`src/rtl/dispatcher_pkg.sv`:
```
// Shared types and default widths for the note-event dispatcher.
package dispatcher_pkg;

    typedef enum logic {
        NOTE_OFF = 1'b0,
        NOTE_ON  = 1'b1
    } event_kind_t;

    typedef enum logic [1:0] {
        IDLE,
        LOOKUP,
        COMMIT
    } state_t;

    localparam int DEFAULT_NOTE_WIDTH     = 7;
    localparam int DEFAULT_VELOCITY_WIDTH = 7;

endpackage

```
`src/rtl/voice_allocator_search.sv`:
```
// Combinational search: lowest index i where heystack[i] equals needle, plus a hit flag.
module Search #(
    parameter int WIDTH       = 1,
    parameter int COUNT       = 2,
    parameter int INDEX_WIDTH = $clog2(COUNT)
) (
    input  logic [WIDTH-1:0]            needle,
    input  logic [COUNT-1:0][WIDTH-1:0] heystack,
    output logic                        hit,
    output logic [INDEX_WIDTH-1:0]      index
);

    // NOTE: hit and index get defaults first so no path leaves them unassigned (no latch).
    always_comb begin
        hit   = 1'b0;
        index = '0;
        // Scan from the top down so the lowest matching index is the one that sticks.
        for (int i = COUNT - 1; i >= 0; i--) begin
            if (heystack[i] == needle) begin
                hit   = 1'b1;
                index = INDEX_WIDTH'(i);
            end
        end
    end

endmodule

```
`src/rtl/voice_allocator.sv`:
```
// Turns NOTE_ON/NOTE_OFF events into voice-table updates with one-cycle trigger/release strobes.
module voice_allocator
    import dispatcher_pkg::*;
#(
    parameter int VOICE_COUNT    = 4,
    parameter int NOTE_WIDTH     = DEFAULT_NOTE_WIDTH,
    parameter int VELOCITY_WIDTH = DEFAULT_VELOCITY_WIDTH
) (
    input  logic                                       clock,
    input  logic                                       reset_l,
    input  logic                                       event_valid,
    output logic                                       event_ready,
    input  event_kind_t                                event_kind,
    input  logic [NOTE_WIDTH-1:0]                      event_note,
    input  logic [VELOCITY_WIDTH-1:0]                  event_velocity,
    output logic [VOICE_COUNT-1:0]                     voice_active,
    output logic [VOICE_COUNT-1:0][NOTE_WIDTH-1:0]     voice_note,
    output logic [VOICE_COUNT-1:0][VELOCITY_WIDTH-1:0] voice_velocity,
    output logic [VOICE_COUNT-1:0]                     voice_trigger,
    output logic [VOICE_COUNT-1:0]                     voice_release
);

    localparam int IDX_W = $clog2(VOICE_COUNT);

    state_t                                     state_q, state_d;
    event_kind_t                                kind_q, kind_d;
    logic [NOTE_WIDTH-1:0]                      note_q, note_d;
    logic [VELOCITY_WIDTH-1:0]                  vel_q, vel_d;
    logic                                       note_hit_q, note_hit_d;
    logic [IDX_W-1:0]                           note_idx_q, note_idx_d;
    logic                                       free_hit_q, free_hit_d;
    logic [IDX_W-1:0]                           free_idx_q, free_idx_d;
    logic [IDX_W-1:0]                           steal_ptr_q, steal_ptr_d;
    logic [VOICE_COUNT-1:0]                     active_q, active_d;
    logic [VOICE_COUNT-1:0][NOTE_WIDTH-1:0]     notes_q, notes_d;
    logic [VOICE_COUNT-1:0][VELOCITY_WIDTH-1:0] vels_q, vels_d;
    logic [VOICE_COUNT-1:0]                     trigger_q, trigger_d;
    logic [VOICE_COUNT-1:0]                     release_q, release_d;

    logic [VOICE_COUNT-1:0][NOTE_WIDTH:0]       note_heystack;
    logic                                       note_hit;
    logic [IDX_W-1:0]                           note_idx;
    logic                                       free_hit;
    logic [IDX_W-1:0]                           free_idx;

    always_comb begin
        for (int i = 0; i < VOICE_COUNT; i++) begin
            note_heystack[i] = {active_q[i], notes_q[i]};
        end
    end

    // Only sounding voices can match because the needle carries active=1.
    Search #(.WIDTH(NOTE_WIDTH + 1), .COUNT(VOICE_COUNT), .INDEX_WIDTH(IDX_W)) u_note_search (
        .needle   ({1'b1, note_q}),
        .heystack (note_heystack),
        .hit      (note_hit),
        .index    (note_idx)
    );

    Search #(.WIDTH(1), .COUNT(VOICE_COUNT), .INDEX_WIDTH(IDX_W)) u_free_search (
        .needle   (1'b0),
        .heystack (active_q),
        .hit      (free_hit),
        .index    (free_idx)
    );

    assign event_ready = (state_q == IDLE);

    always_comb begin
        state_d     = state_q;
        kind_d      = kind_q;
        note_d      = note_q;
        vel_d       = vel_q;
        note_hit_d  = note_hit_q;
        note_idx_d  = note_idx_q;
        free_hit_d  = free_hit_q;
        free_idx_d  = free_idx_q;
        steal_ptr_d = steal_ptr_q;
        active_d    = active_q;
        notes_d     = notes_q;
        vels_d      = vels_q;
        trigger_d   = '0;
        release_d   = '0;

        case (state_q)
            IDLE: begin
                if (event_valid) begin
                    // A zero-velocity NOTE_ON is folded into NOTE_OFF at capture time.
                    kind_d  = (event_kind == NOTE_ON && event_velocity != '0) ? NOTE_ON : NOTE_OFF;
                    note_d  = event_note;
                    vel_d   = event_velocity;
                    state_d = LOOKUP;
                end
            end
            LOOKUP: begin
                note_hit_d = note_hit;
                note_idx_d = note_idx;
                free_hit_d = free_hit;
                free_idx_d = free_idx;
                state_d    = COMMIT;
            end
            COMMIT: begin
                state_d = IDLE;
                if (kind_q == NOTE_ON) begin
                    if (note_hit_q) begin
                        vels_d[note_idx_q]    = vel_q;
                        trigger_d[note_idx_q] = 1'b1;
                    end else if (free_hit_q) begin
                        active_d[free_idx_q]  = 1'b1;
                        notes_d[free_idx_q]   = note_q;
                        vels_d[free_idx_q]    = vel_q;
                        trigger_d[free_idx_q] = 1'b1;
                    end else begin
                        notes_d[steal_ptr_q]   = note_q;
                        vels_d[steal_ptr_q]    = vel_q;
                        trigger_d[steal_ptr_q] = 1'b1;
                        release_d[steal_ptr_q] = 1'b1;
                        // Power-of-two voice count, so natural overflow wraps the pointer.
                        steal_ptr_d            = steal_ptr_q + 1'b1;
                    end
                end else if (note_hit_q) begin
                    active_d[note_idx_q]  = 1'b0;
                    release_d[note_idx_q] = 1'b1;
                end
            end
            default: state_d = IDLE;
        endcase
    end

    // NOTE: the voice table is a small flop array, so it is reset with everything else;
    // downstream generators see a clean zeroed table the instant reset asserts.
    always_ff @(posedge clock or negedge reset_l) begin
        if (!reset_l) begin
            state_q     <= IDLE;
            kind_q      <= NOTE_OFF;
            note_q      <= '0;
            vel_q       <= '0;
            note_hit_q  <= 1'b0;
            note_idx_q  <= '0;
            free_hit_q  <= 1'b0;
            free_idx_q  <= '0;
            steal_ptr_q <= '0;
            active_q    <= '0;
            notes_q     <= '0;
            vels_q      <= '0;
            trigger_q   <= '0;
            release_q   <= '0;
        end else begin
            // NOTE: non-blocking assignments so every flop samples the pre-edge values.
            state_q     <= state_d;
            kind_q      <= kind_d;
            note_q      <= note_d;
            vel_q       <= vel_d;
            note_hit_q  <= note_hit_d;
            note_idx_q  <= note_idx_d;
            free_hit_q  <= free_hit_d;
            free_idx_q  <= free_idx_d;
            steal_ptr_q <= steal_ptr_d;
            active_q    <= active_d;
            notes_q     <= notes_d;
            vels_q      <= vels_d;
            trigger_q   <= trigger_d;
            release_q   <= release_d;
        end
    end

    assign voice_active   = active_q;
    assign voice_note     = notes_q;
    assign voice_velocity = vels_q;
    assign voice_trigger  = trigger_q;
    assign voice_release  = release_q;

endmodule

```
`config.mk`:
```
export PLATFORM = sky130hd
export DESIGN_NAME = voice_allocator
export DESIGN_NICKNAME = d
export VERILOG_FILES = /design/src/rtl/dispatcher_pkg.sv /design/src/rtl/voice_allocator_search.sv /design/src/rtl/voice_allocator.sv
export SDC_FILE = /design/constraint.sdc
export NUM_CORES = 1
export LEC_CHECK = 0
export CAP_MARGIN = 25
export CELL_PAD_IN_SITES_DETAIL_PLACEMENT = 0
export CELL_PAD_IN_SITES_GLOBAL_PLACEMENT = 1
export CORE_ASPECT_RATIO = 1.75
export CORE_MARGIN = 2
export CORE_UTILIZATION = 30
export DETAILED_ROUTE_END_ITERATION = 10
export GPL_ROUTABILITY_DRIVEN = 0
export PLACE_DENSITY = 0.67
export SLEW_MARGIN = 5
export SYNTH_ARGS = -nofsm -noshare
export SYNTH_HDL_FRONTEND = slang
export SYNTH_SLANG_ARGS = --single-unit
```
`constraint.sdc`:
```
create_clock -name clock -period 1.8 [get_ports clock]
set_clock_uncertainty 0.05 [all_clocks]
set_input_delay 0.27 -clock clock [delete_from_list [all_inputs] [get_ports clock]]
set_output_delay 0.27 -clock clock [all_outputs]
set_load 0.05 [all_outputs]
```
* Word-level counts from Yosys, hierarchy flattened
Cells that the tools add are included.
** Word-level totals
- Memory bits (writable) :: 0
- Memories :: 0
- Latch bits :: 0
- Register bits :: 93
- Output and inout port bits :: 69
- Logic and storage cells :: 105
- Bits in read-only memories :: 0
** Cells by class
- Mux-type cells :: 52
- $mul :: 0
- Shift operators :: 0
- $add $sub $neg :: 1
- Bitwise logic cells :: 5
- Equal/unequal tests :: 8
- Div/mod/pow operators :: 0
- Magnitude comparators :: 6
- Reductions and logical operators :: 13
** Operators with widths (count)
- bitwise mux 28 bit :: 5
- 2-to-1 mux 28 bit :: 3
- 2-to-1 mux 4 bit :: 13
- demux 7 bit (select 2 bit) :: 3
- equality test 8 bit :: 4
- 2-to-1 mux 7 bit :: 3
- 2-to-1 mux 2 bit :: 9
- 2-to-1 mux 1 bit :: 12
- less-than comparator 2 x 3 -> 1 bit, second input constant :: 3
- AND reduction 4 bit :: 2
- nonzero test 7 bit :: 1
- demux 1 bit (select 2 bit) :: 3
- greater-or-equal comparator 2 x 1 -> 1 bit, second input constant :: 3
- bitwise AND 4 bit :: 1
- logical AND 1 bit :: 4
- inequality test 2 bit, second input constant :: 2
- inverter 4 bit :: 1
- OR 4 bit :: 1
- case mux 2 bit (2 select lines) :: 1
- AND reduction 2 bit :: 2
- nonzero test 2 bit :: 2
- AND reduction 3 bit :: 1
- adder 2 x 1 -> 2 bit, second input constant :: 1
- equality test 2 x 1 -> 1 bit, second input constant :: 1
- other kinds (3) :: 4

* Depth between registers and ports, before layout
- Depth in word-level cells :: 8
- Gate-level depth with buffers :: 7
- Depth with buffers taken out :: 7

* Modules after synthesis
A second synthesis with hierarchy kept.
** Second synthesis, totals
- Cells, all modules :: 379
- Area, all modules :: 4471.8 um^2
** By module, submodules not included
- voice_allocator :: times used 1, area each 3976.3 um^2, cells an instance 319
- Search at u_note_search :: times used 1, area each 417.9 um^2, cells an instance 48
- Search at u_free_search :: times used 1, area each 77.6 um^2, cells an instance 12

* Worst setup path before layout
Ideal clock, no wire load.
- Path kind :: register to register
- Start :: reg state_q[1]
- End :: reg note_q[0]
- Stages on the path, launching flop included :: 6
- Clock period less this slack :: 2.315 ns
- Arrival :: 2.140 ns
- Path slack :: -0.515 ns
- Library setup time :: 0.125 ns
- Path through :: dfrtp_1 nor2_1 and2_1 clkbuf_1 buf_2 mux2_2
** On the way
- Cells in the longest elaborated chain, start to end :: 2
** Ends and longest elaborated chain
- start: declaration :: RTL line voice_allocator.sv:25 : state_t state_q, state_d;
- start signal: assignment :: RTL line voice_allocator.sv:150 : state_q <= state_d;
- logical NOT 2 bit
- via event_ready :: RTL line voice_allocator.sv:12 : output logic event_ready,
- AND reduction 2 bit (no line)
- end signal: assignment :: RTL line voice_allocator.sv:152 : note_q <= note_d;
- end: declaration :: RTL line voice_allocator.sv:27 : logic [NOTE_WIDTH-1:0] note_q, note_d;
The timed path passes the listed nets, and every way through them passes these cells.
A chain may end at the register's enable or synchronous reset.

* Final worst setup path
- Start :: reg steal_ptr_q[1]
- End :: reg vels_q, in the netlist voice_velocity[26]
** On the way
- Cells in the longest elaborated chain, start to end :: 7
- Elaborated cells between the ends (all ways) :: 8
** Ends and longest elaborated chain
- start: declaration :: RTL line voice_allocator.sv:33 : logic [IDX_W-1:0] steal_ptr_q, steal_ptr_d;
- start signal: assignment :: RTL line voice_allocator.sv:158 : steal_ptr_q <= steal_ptr_d;
- less-than comparator 2 x 3 -> 1 bit (not written as such) or greater-or-equal comparator 2 x 1 -> 1 bit (tied branches) :: RTL line voice_allocator.sv:115 : vels_d[steal_ptr_q] = vel_q;
- logical AND 1 bit (not written as such) :: RTL line voice_allocator.sv:115
- 2-to-1 mux 7 bit (not written as such) :: RTL line voice_allocator.sv:115
- demux 7 bit (select 2 bit) (*) :: RTL line voice_allocator.sv:115
- bitwise mux 28 bit (*) :: RTL line voice_allocator.sv:115
- 2-to-1 mux 28 bit (*) :: RTL line voice_allocator.sv:108 : end else if (free_hit_q) begin
- 2-to-1 mux 28 bit (*) :: RTL line voice_allocator.sv:105 : if (note_hit_q) begin
- end signal: assignment :: RTL line voice_allocator.sv:161 : vels_q <= vels_d;
- end: declaration :: RTL line voice_allocator.sv:36 : logic [VOICE_COUNT-1:0][VELOCITY_WIDTH-1:0] vels_q, vels_d;
Mark *: on every way between the ends. The rest lies on a longest branch, timed or not.

==> flow_summary.ini <==
[run_status]
outcome = finished with violations
violations = setup timing

[logic_synthesis]
synth_nets = 340
synth_top_area_share = 0.567
netlist.top_cell.by_area = dfrtp_1
avgSynthCellArea_um2 = 12.9
synthCells = 318
ys.flop_type = dfrtp_1
ys.warnings.count = 0
yosysSeqAreaShare = 0.567
post-synth-top-count-cell = dfrtp_1
ys_seq_elements = 93
synth_common_cells = dfrtp_1, mux2_2, xnor2_1
synthArstFlopShare = 1.00
yosysUniqueCellTypes = 40
synthTopCellsByArea = dfrtp_1, mux2_2, xnor2_1
synth_area_um2 = 4110
synth_enable_flop_cells = 0

[pwr]
p_per_area_nw_per_um2 = 1720
total_power_uw = 10000
pwr-share-comb = 0.474
power.switching_uw = 4420
pwr-share-seq = 0.343
clockPowerShare = 0.183
sw_frac_of_total = 0.441
power_leakage_uw = 0.00278
ir_worst_vdd_mv = 1.13
internal_power_uw = 5610

[global_routing]
grt_overflow = 0
grt_pass1_wl_um = 16800
gr-usage-all-layers = 0.148
grt_start_max_net_pins = 54
grt_pass1_vias = 3087
antenna_found_initial = 0

[timing]
maxSlewHeadroom = 0.667
rsz0062_at_grt = yes
fin_ws_ns = -0.0491
tightest_slew_ns = 0.499
hold_viol = 0
final-setup-viol-count = 20
period_minus_slack_ns = 1.85
max_freq_mhz = 541
timing.final.crit_share = 1.03
maxSlewViolCount = 0

[worst_setup_path]
startpoint = steal_ptr_q[1]$_DFFE_PN0P_
r2r-start = steal_ptr_q[1]$_DFFE_PN0P_
cpMostUsedCell = nor2b_4
worstSetupPathType = reg -> reg
cpPeakStageDelay_ns = 0.42
end_kind = register
startpoint_type = register
critPathArrivalTime_ns = 2.03
crit_chain = ha_2 > nor2b_4 > a31oi_2 > nor2b_4 > a2111oi_4 > buf_6 > mux2_2
worstPathRequired_ns = 1.98
path_max_fanout = 8
cp_slowest_cell = dfrtp_1

[drt]
avgRoutedWirePerCell_um = 16.9
num_vias = 2891
detail-route-antenna-nets = 0
dr.first_iter.drc_count = 136
drt_first_pass_iters = 4
drt-total-wl_um = 10500
viasPerCell = 4.68
drc_errors = 0

[clocking]
cts_tree = done
cts_root_buf = clkbuf_16
clk_latency_ns = 0.34
clkTransAtPathRegs_ns = 0.07
htree_num_levels = 3
clockBufferDepth = 2
clock_sinks = 93
cts_buffers = 9

[finish]
layoutNonFillerInstCount = 618
drive_above_1_share = 0.473
design_area_um2 = 5820
num_antenna_cells = 0
area_delta_synth_final_pct = 41.8
final_nets = 461
fin_util = 0.435

[placed_design]
place_inst = 598
portBuffers = 86
placed_cell_area_um2 = 5330
hpwl_um = 7810
dp_slack_ns = -0.0654

[floorplanning]
initial_core_util = 0.307
rows = 56
die_y_um = 159
die_area_um2 = 14700
core_area_um2 = 13400
num_io_pins = 87
dieWidth_um = 92.4

[run]
drv_cap = 0

[hold_path]
hold_path_class = in -> async
-- kinds of logic after synthesis --
family          after synthesis  synth area share
fa+ha+maj                     4            0.0122
buf+inv                      27            0.0274
mux                          72             0.197
flops                        93             0.567
xor+xnor                     29            0.0619
simple gates                 59            0.0750
compound gates               34            0.0597
-- flip-flops by register name, indices dropped and copies added (netlist names) --
| name | flops |
|---|---|
| voice_note | 28 |
| voice_velocity | 28 |
| note_q | 7 |
| vel_q | 7 |
| voice_active | 4 |
| voice_release | 4 |
| voice_trigger | 4 |
| free_idx_q | 2 |
| note_idx_q | 2 |
| state_q | 2 |
| steal_ptr_q | 2 |
| free_hit_q | 1 |
| kind_q | 1 |
| note_hit_q | 1 |
-- power by group through the flow --
stage                     Clock (uW)  Combinational, uW  Sequential (uW)
after CTS                       1890               4670             3450
after detailed placement           0               4540             3460
final                           1840               4750             3440
after global routing            1990               5010             3550
after floorplan                    0               1380             4980
after global placement             0               4510             3440
-- repair_timing --
action                     in CTS  in global routing
buffers inserted                1                  2
pin swaps                       2                  3
hold endpoints to repair       93                  0
gates resized for setup        29                 22
setup endpoints to repair      37                 50
hold buffers                    1                  0
-- cell usage in the layout, fill, tap and decap left out, drive strengths merged, types with 9 or more instances in the layout --
master | netlist | layout
clkdlybuf4s50 | 0 | 16
o21ai | 14 | 14
xnor2 | 22 | 22
mux2 | 71 | 71
inv | 10 | 14
dfrtp | 93 | 93
buf | 8 | 102
nand2 | 12 | 12
clkbuf | 8 | 9
nor2 | 16 | 16
-- cell type report --
class                   instances  area [um2]
clock buffers                   9         225
clock inverters                 7        65.1
fillers                      1250        7560
inverters                      11        41.3
multi-input cells             198        1830
flip-flops and latches         93        2330
well taps                     174         218
repair buffers                126        1120
-- per-layer routing --
metal  GRT usage  wire length [um]  part of all wire  up-vias
li1            -                 -                 -     1350
met1       0.166              3890              0.37     1449
met2       0.269              5980              0.57       77
met3      0.0299               403             0.039       15
met4      0.0604               185             0.018        0
met5           0                 0                 0        -
-- worst paths after layout --
kind	to	slack [ns]	depth (start not counted)
max in group asynchronous	note_q[5]$_DFFE_PN0P_	0.99	3
min in group clock	voice_velocity[19]$_DFFE_PN0P_	0.45	1
worst min register to register	voice_velocity[19]$_DFFE_PN0P_	0.45	1
worst max-delay path	voice_velocity[26]$_DFFE_PN0P_	-0.05	7
worst min-delay path	voice_velocity[5]$_DFFE_PN0P_	0.42	3
worst max register to register	voice_velocity[26]$_DFFE_PN0P_	-0.05	7
-- per-stage QoR --
| step | setup TNS (ns) | hold slack [ns] |
|---|---|---|
| 5_1_grt | -3.75 | 0.451 |
| 4_1_cts | -0.201 | 0.438 |
| 2_1_floorplan | 0 | -0.0756 |
| 3_3_place_gp | -0.255 | 0.231 |
| 3_5_place_dp | -0.734 | 0.237 |
| 6_report | -0.369 | 0.421 |
-- worst max-delay path, delay by kind of cell, from the launching register on --
| kind | cells | cell delay [ns] |
|---|---|---|
| buffers and inverters | 1 | 0.19 |
| DFF | 1 | 0.42 |
| AOI/OAI and AO/OA | 2 | 0.25 |
| muxes | 1 | 0.33 |
| adders and majority gates | 1 | 0.19 |
| and+or+nand+nor | 2 | 0.31 |
Note: power is estimated with default switching activity, not from simulation.
